--- config.mk ---
export PLATFORM = sky130hd
export DESIGN_NAME = param_memory
export DESIGN_NICKNAME = d
export VERILOG_FILES = /design/src/rtl/param_memory.sv
export SDC_FILE = /design/constraint.sdc
export NUM_CORES = 1
export LEC_CHECK = 0
export BUFFER_PORTS_ARGS = -buffer_cell sky130_fd_sc_hd__buf_2
export CAP_MARGIN = 20
export CORE_MARGIN = 1.5
export CORE_UTILIZATION = 30
export DETAILED_ROUTE_END_ITERATION = 10
export PLACE_DENSITY = 0.45
export SYNTH_ARGS = -nofsm -noshare
export SYNTH_HDL_FRONTEND = slang
export SYNTH_SLANG_ARGS = --single-unit
--- constraint.sdc ---
create_clock -name clk -period 6.3 [get_ports clk]
set_input_delay 0.315 -clock clk [delete_from_list [all_inputs] [get_ports clk]]
set_output_delay 0.315 -clock clk [all_outputs]
set_load 0.03 [all_outputs]
--- src/rtl/param_memory.sv ---
// Parametrised single-port RAM with en/read/write/ready handshake, abort on en drop and error flag.
// Optional access counters (rd_count/wr_count) are built when MEM_ACCESS_COUNT_EN is defined.
module param_memory #(
    parameter int DATA_W  = 8,
    parameter int ADDR_W  = 8,
    parameter int DEPTH   = 128,
    parameter int LATENCY = 1
) (
    input  logic              clk,
    input  logic              reset,
    input  logic              en,
    input  logic              read,
    input  logic              write,
    input  logic [ADDR_W-1:0] address,
    input  logic [DATA_W-1:0] input_data,
    output logic [DATA_W-1:0] output_data,
    output logic              ready,
    output logic              error
`ifdef MEM_ACCESS_COUNT_EN
   ,output logic [15:0]       rd_count,
    output logic [15:0]       wr_count
`endif
);

    localparam int              IDX_W   = (DEPTH > 1) ? $clog2(DEPTH) : 1;
    localparam logic [ADDR_W:0] DEPTH_L = (ADDR_W + 1)'(DEPTH);
    localparam logic [3:0]      LAT_L   = 4'(LATENCY);

    typedef enum logic [1:0] {
        IDLE,
        WAIT,
        DONE
    } state_t;

    state_t            state_reg, state_next;
    logic [3:0]        cnt_reg, cnt_next;
    logic              ready_reg, ready_next;
    logic              error_reg, error_next;
    logic [IDX_W-1:0]  idx_reg;
    logic [DATA_W-1:0] data_reg;
    logic              op_read_reg;
    logic              illegal_reg;
    logic [DATA_W-1:0] out_reg;

    logic              req_illegal;
    logic              latch;
    logic              commit;
    logic              commit_rd;
    logic              commit_wr;

    logic [DATA_W-1:0] mem [DEPTH];

    // Legality is fixed at the latch edge from the raw request inputs.
    assign req_illegal = (read == write) || ({1'b0, address} >= DEPTH_L);

    always_comb begin
        state_next = state_reg;
        cnt_next   = cnt_reg;
        ready_next = ready_reg;
        error_next = error_reg;
        latch      = 1'b0;
        commit     = 1'b0;
        case (state_reg)
            IDLE: begin
                if (en) begin
                    latch = 1'b1;
                    if (LAT_L == 4'd0) begin
                        state_next = DONE;
                        cnt_next   = 4'd0;
                    end else begin
                        state_next = WAIT;
                        cnt_next   = LAT_L;
                    end
                end
            end
            WAIT: begin
                if (!en) begin
                    state_next = IDLE;
                    cnt_next   = 4'd0;
                end else if (cnt_reg == 4'd1) begin
                    state_next = DONE;
                    cnt_next   = 4'd0;
                end else begin
                    cnt_next = cnt_reg - 4'd1;
                end
            end
            DONE: begin
                // First edge in DONE commits; afterwards ready/error hold until en drops.
                if (!ready_reg) begin
                    if (en) begin
                        commit     = 1'b1;
                        ready_next = 1'b1;
                        error_next = illegal_reg;
                    end else begin
                        state_next = IDLE;
                    end
                end else if (!en) begin
                    ready_next = 1'b0;
                    error_next = 1'b0;
                    state_next = IDLE;
                end
            end
            default: begin
                state_next = IDLE;
                cnt_next   = 4'd0;
                ready_next = 1'b0;
                error_next = 1'b0;
            end
        endcase
    end

    // A reset on the commit edge drops the pending access.
    assign commit_rd = commit && !reset && !illegal_reg && op_read_reg;
    assign commit_wr = commit && !reset && !illegal_reg && !op_read_reg;

    always_ff @(posedge clk) begin
        if (reset) begin
            state_reg <= IDLE;
            cnt_reg   <= 4'd0;
            ready_reg <= 1'b0;
            error_reg <= 1'b0;
        end else begin
            state_reg <= state_next;
            cnt_reg   <= cnt_next;
            ready_reg <= ready_next;
            error_reg <= error_next;
        end
    end

    always_ff @(posedge clk) begin
        if (reset) begin
            idx_reg     <= '0;
            data_reg    <= '0;
            op_read_reg <= 1'b0;
            illegal_reg <= 1'b0;
        end else if (latch) begin
            idx_reg     <= address[IDX_W-1:0];
            data_reg    <= input_data;
            op_read_reg <= read;
            illegal_reg <= req_illegal;
        end
    end

    always_ff @(posedge clk) begin
        if (reset) begin
            out_reg <= '0;
        end else if (commit_rd) begin
            out_reg <= mem[idx_reg];
        end
    end

    // Array has no reset so it maps onto block RAM and survives reset.
    always_ff @(posedge clk) begin
        if (commit_wr) begin
            mem[idx_reg] <= data_reg;
        end
    end

    assign output_data = out_reg;
    assign ready       = ready_reg;
    assign error       = error_reg;

`ifdef MEM_ACCESS_COUNT_EN
    logic [1:0] acc_inc;
    assign acc_inc = {commit_wr, commit_rd};

    for (genvar gi = 0; gi < 2; gi++) begin : g_acc
        logic [15:0] cnt_reg;
        always_ff @(posedge clk) begin
            if (reset) begin
                cnt_reg <= 16'd0;
            end else if (acc_inc[gi]) begin
                cnt_reg <= cnt_reg + 16'd1;
            end
        end
    end

    assign rd_count = g_acc[0].cnt_reg;
    assign wr_count = g_acc[1].cnt_reg;
`endif

endmodule

-- Yosys cells after proc, flatten, opt, wreduce, memory -nomap -nowiden
Memories as Yosys holds them, arrays and structs flattened. A register that Yosys moved wholly into a read port is not among the register bits.
Cells that the tools add are included.
- memories kept: 1
- logic and storage cells: 55
- RAM bits: 1024
- register bits: 25
- output and inout port bits: 10
- input port bits: 21
- memory list (memory ; words ; width ; read ports ; clocked after memory_dff ; wr ports ; RTL line ; source):
    mem ; 128 ; 8 ; 1 ; 1 ; 1 ; 51 ; logic [DATA_W-1:0] mem [DEPTH];
- magnitude comparators: 1
- reduce and logical (&&, ||, !) cells: 13
- add/sub/neg operators: 1
- bitwise operators: 2
- equality and inequality tests: 9
- muxes and demuxes: 20
- operators with widths (kind ; number):
    $mux W4 ; 3
    $pmux W4 S3 ; 1
    $mux W1 ; 9
    $ne A3 B3 Y1 const B ; 3
    $ge A8 B8 Y1 const B ; 1
    $mux W2 ; 4
    $pmux W2 S3 ; 1
    $reduce_and A3 Y1 ; 2
    $eq A4 B1 Y1 const B ; 1
    $logic_and A1 B1 Y1 ; 4
    $ne A2 B2 Y1 const B ; 2
    $pmux W1 S2 ; 2
    $sub A4 B1 Y4 const B ; 1
    $logic_not A1 Y1 ; 3
    $eq A2 B1 Y1 const B ; 1
    $eq A2 B2 Y1 const B ; 1
    $logic_not A2 Y1 ; 1
    $not A1 Y1 ; 2
    $reduce_and A2 Y1 ; 1
    $reduce_or A2 Y1 ; 1
    $eq A1 B1 Y1 ; 1
    $logic_or A1 B1 Y1 ; 1

-- Depth between registers and ports, before layout
- depth after elaboration: 8
- gate-level depth with buffers: 12
- depth with buffers taken out: 7

-- Worst setup path before layout
No wires, ideal clock.
- kind: register -> register
- start point: register ready_reg, in the netlist ready
- end point: memory mem[90][0] (enable)
- path buffers: 1
- clock period less this slack: 2.500 ns
- stages on the path, launching flop included: 6
- data required time: 5.930 ns
- setup time: 0.370 ns
- data arrival time: 2.130 ns
- path slack: 3.800 ns
- cells stage by stage: dfxtp_1 -> or3_1 -> nor4_4 -> nand3_1 -> clkbuf_1 -> nor2_1
- longest elaborated chain between the ends: 7
- ends and longest elaborated chain (element ; RTL line ; source):
    start: declaration ; 37 ; logic ready_reg, ready_next;
    start signal: assignment ; 125 ; ready_reg <= ready_next;
    $mux W1 ; 89 ; if (!ready_reg) begin
    $mux W1 ; 63 ; case (state_reg)
    $logic_and A1 B1 Y1 (3 in a row) ; 114 ; assign commit_wr = commit && !reset && !illegal_reg && !op_read_reg;
    $mux W1 ; 154 ; if (commit_wr) begin
    $mux W1 (not written as such) ; 155 ; mem[idx_reg] <= data_reg;
    end: declaration ; 51 ;
Every way passes these cells.

-- Worst setup path in the final report
- start point: register idx_reg[0]
- end point: memory mem[83][3] (enable)
- RTL lines (element ; RTL line ; source):
    start: declaration ; 39 ; logic [IDX_W-1:0] idx_reg;
    start signal: assignment ; 137 ; idx_reg <= address[IDX_W-1:0];
No word-level cell before the write port.

==> impl_metrics.csv <==
group,metric,value,unit
finish,area_growth_syn_to_layout,14.2,%
place,dpl.hpwl,74100,um
yosys,ys_seq_area_share,75.7,%
sta,rsz0062_at_grt,"false",
yosys,syn_avg_cell_area,17.8,um2
critical_path,crit-reg2reg-launch,"idx_reg[0]",
place,gp_congestion,0.813,
clock_network,cts_tree,"yes",
die,fp-row-count,136,
routing,ant_nets,0,
power,p_clk_share,43.6,%
clock_network,htreeDepth,3,
global_route,grt_max_degree,97,
yosys,ys.flop_type,"edfxtp_1",
clock_network,cts_made_buffers,115,
critical_path,worstSetupEndpointType,"flop",
routing,dr_wl_met2,59200,um
sta,postLayoutSetupSlackWorst,2.29,ns
finish,drive_gt1_share,18.1,%
power,swShare,22.5,%
sta,setup_viol,0,
job,drv_cap,0,
sta,clock_skew,0.0383,ns
global_route,grt_pass1_wl,177000,um
routing,top_layer_used,"met4",
place,pre_cts_ws,2.37,ns
yosys,netlist_area,41500,um2
power,p_int,11800,uW
yosys,synth_edf_count,1024,
power,p_sw,3410,uW
global_route,grtUsageTotal,17.3,%
routing,drt_iter0_markers,2075,
power,power_frac_seq,51.4,%
clock_network,cts-root-buf,"clkbuf_16",
critical_path,crit_start,"idx_reg[0]",
sta,tightestPinTransition,1.13,ns
yosys,syn_inst,2336,
global_route,grt_pass1_vias,23500,
place,place_area,43500,um2
finish,postLayoutCellArea,47400,um2
sta,max_clock_freq,0.249,GHz
sta,finalHoldViolCount,0,
clock_network,path_clk_slew,0.06,ns
routing,first_pass_iters,7,
finish,fin_cells,4297,
power,powerDensity,321,nW/um2
critical_path,worstPathArrival,4.32,ns
critical_path,path_class,"flop to flop",
sta,setup_tns,0,ns
yosys,synth_warnings,0,
critical_path,required,6.61,ns
die,initial_utilization,30.2,%
hold_path,worstHoldStart,"reset",
yosys,syn_nets,2359,
critical_path,startpoint_type,"flop",
hold_path,hold_class,"primary input to flop",
power,ir_drop,0.248,mV
die,ios,31,
routing,avgRoutedWirePerCell,28.6,um
die,core_area,137000,um2
yosys,synthArstFlopShare,0,%
global_route,grt_overflow,0,
critical_path,path_max_fanout,21,
routing,drc,0,
yosys,yosysUniqueCellTypes,80,
clock_network,cts_max_path_buffers,3,
finish,largest_reg_flops,1024,
clock_network,post_cts_buffers,0,
routing,totalWireLength,123000,um
place,port_buffers,30,
die,dieArea,141000,um2
yosys,ys_seq_elements,1057,
die,die_h,375,um
routing,met1Wirelength,54000,um
die,die_x,375,um
routing,dr_wl_met3,6870,um
sta,fin_crit,4.01,ns
routing,vias,22600,
clock_network,insertion_delay,0.71,ns
sta,post-route-period-util,63.6,%
sta,slew_headroom,24.9,%
clock_network,cts.sinks,1057,
place,dp_cells,4064,
status,status,"complete, no violations",
finish,final_nets,2430,
routing,vias_per_cell,5.26,
power,power_leakage,0.0136,uW
global_route,antenna_found_initial,1,
power,combPwrFrac,5.1,%
sta,slew_viol_final,0,
## area by class of cell
class,instances,area (um2)
well taps,1794,2240
multi-input cells,1119,9190
fillers,12900,89900
clock buffers,140,3020
clock inverters,72,667
inverters,11,41.3
repair buffers,103,788
diodes,1,2.50
flip-flops and latches,1057,31500
## critical path, stage by stage (launching register included)
cell and delay, ns:
dfxtp_4 0.63, nand2_1 0.46, nor2_2 0.80, nand2_2 0.84, nor2_1 0.86
## cells by family (layout without fill, tap and decap cells)
family	count (synthesis)	in the layout	synth area share [%]
buffers and inverters	160	326	2.30
other	0	1	0
xor gates and xnor gates	2	2	0.0422
adders and majority gates	2	2	0.0603
muxes	273	273	9.85
DFF	1057	1057	75.7
and+or+nand+nor	417	417	4.41
AOI/OAI and AO/OA	425	425	7.69
## metrics by stage
stage          power [uW]  utilization [%]  hold slack, ns
6_report            15200             34.5           0.218
2_1_floorplan        8400                -           0.451
3_3_place_gp         8720             31.7           0.455
3_5_place_dp         8730             31.7           0.462
4_1_cts             15300             34.5           0.179
5_1_grt             15600             34.5           0.214
## what timing repair did
action | 4_1_cts | 5_1_grt
gates resized for setup | 0 | 0
hold endpoints to repair | 19 | 0
setup endpoints to repair | 0 | 0
hold buffers | 19 | 0
## cell usage after synthesis, types with 33 or more instances
master / number / share of area [%]
a221o_1: 41 / 0.99
o21ai_0: 46 / 0.55
edfxtp_1: 1024 / 74
buf_2: 52 / 0.63
a21oi_1: 89 / 1.1
dfxtp_1: 33 / 1.6
mux2i_1: 117 / 2.8
a221oi_1: 86 / 1.8
nor2_1: 189 / 1.7
clkbuf_1: 42 / 0.38
mux4_2: 103 / 5.6
mux2_2: 51 / 1.4
nand2_1: 123 / 1.1
## power groups by stage
stage	logic (uW)	clock network (uW)	registers, uW
6_report	770	6620	7810
3_5_place_dp	764	0	7960
4_1_cts	775	6730	7810
3_3_place_gp	762	0	7960
5_1_grt	811	7000	7820
2_1_floorplan	453	0	7940
## cell usage in the layout (no fill, tap or decap), types with 19 or more instances in the layout
master         synthesis  final
clkbuf_16              0    116
nor3_1                19     19
a21oi_1               89     89
a221oi_1              86     86
buf_4                 25     48
dfxtp_1               33     21
nand2_1              123    119
nor2_1               189    189
dlygate4sd3_1          0     19
a221o_1               41     41
buf_2                 52     31
clkinv_1               1     27
mux4_2               103    103
mux2i_1              117    117
edfxtp_1            1024   1024
o21ai_0               46     46
mux2_2                51     51
a22oi_1               21     21
o221ai_1              28     28
clkbuf_1              42     21
## layer usage
metal,GRT usage [%],vias up
met2,28.6,778
li1,-,9654
met3,2.40,177
met1,23.8,12000
met4,5.08,0
met5,0,-
## final timing paths
kind / end / slack, ns / cells after the start
max: mem[83][3] / 2.29 / 4
min: cnt_reg[0] / 0.22 / 3
max reg2reg: mem[83][3] / 2.29 / 4
min reg2reg: error / 0.46 / 2
No activity file was read; power rests on OpenSTA's default activity.
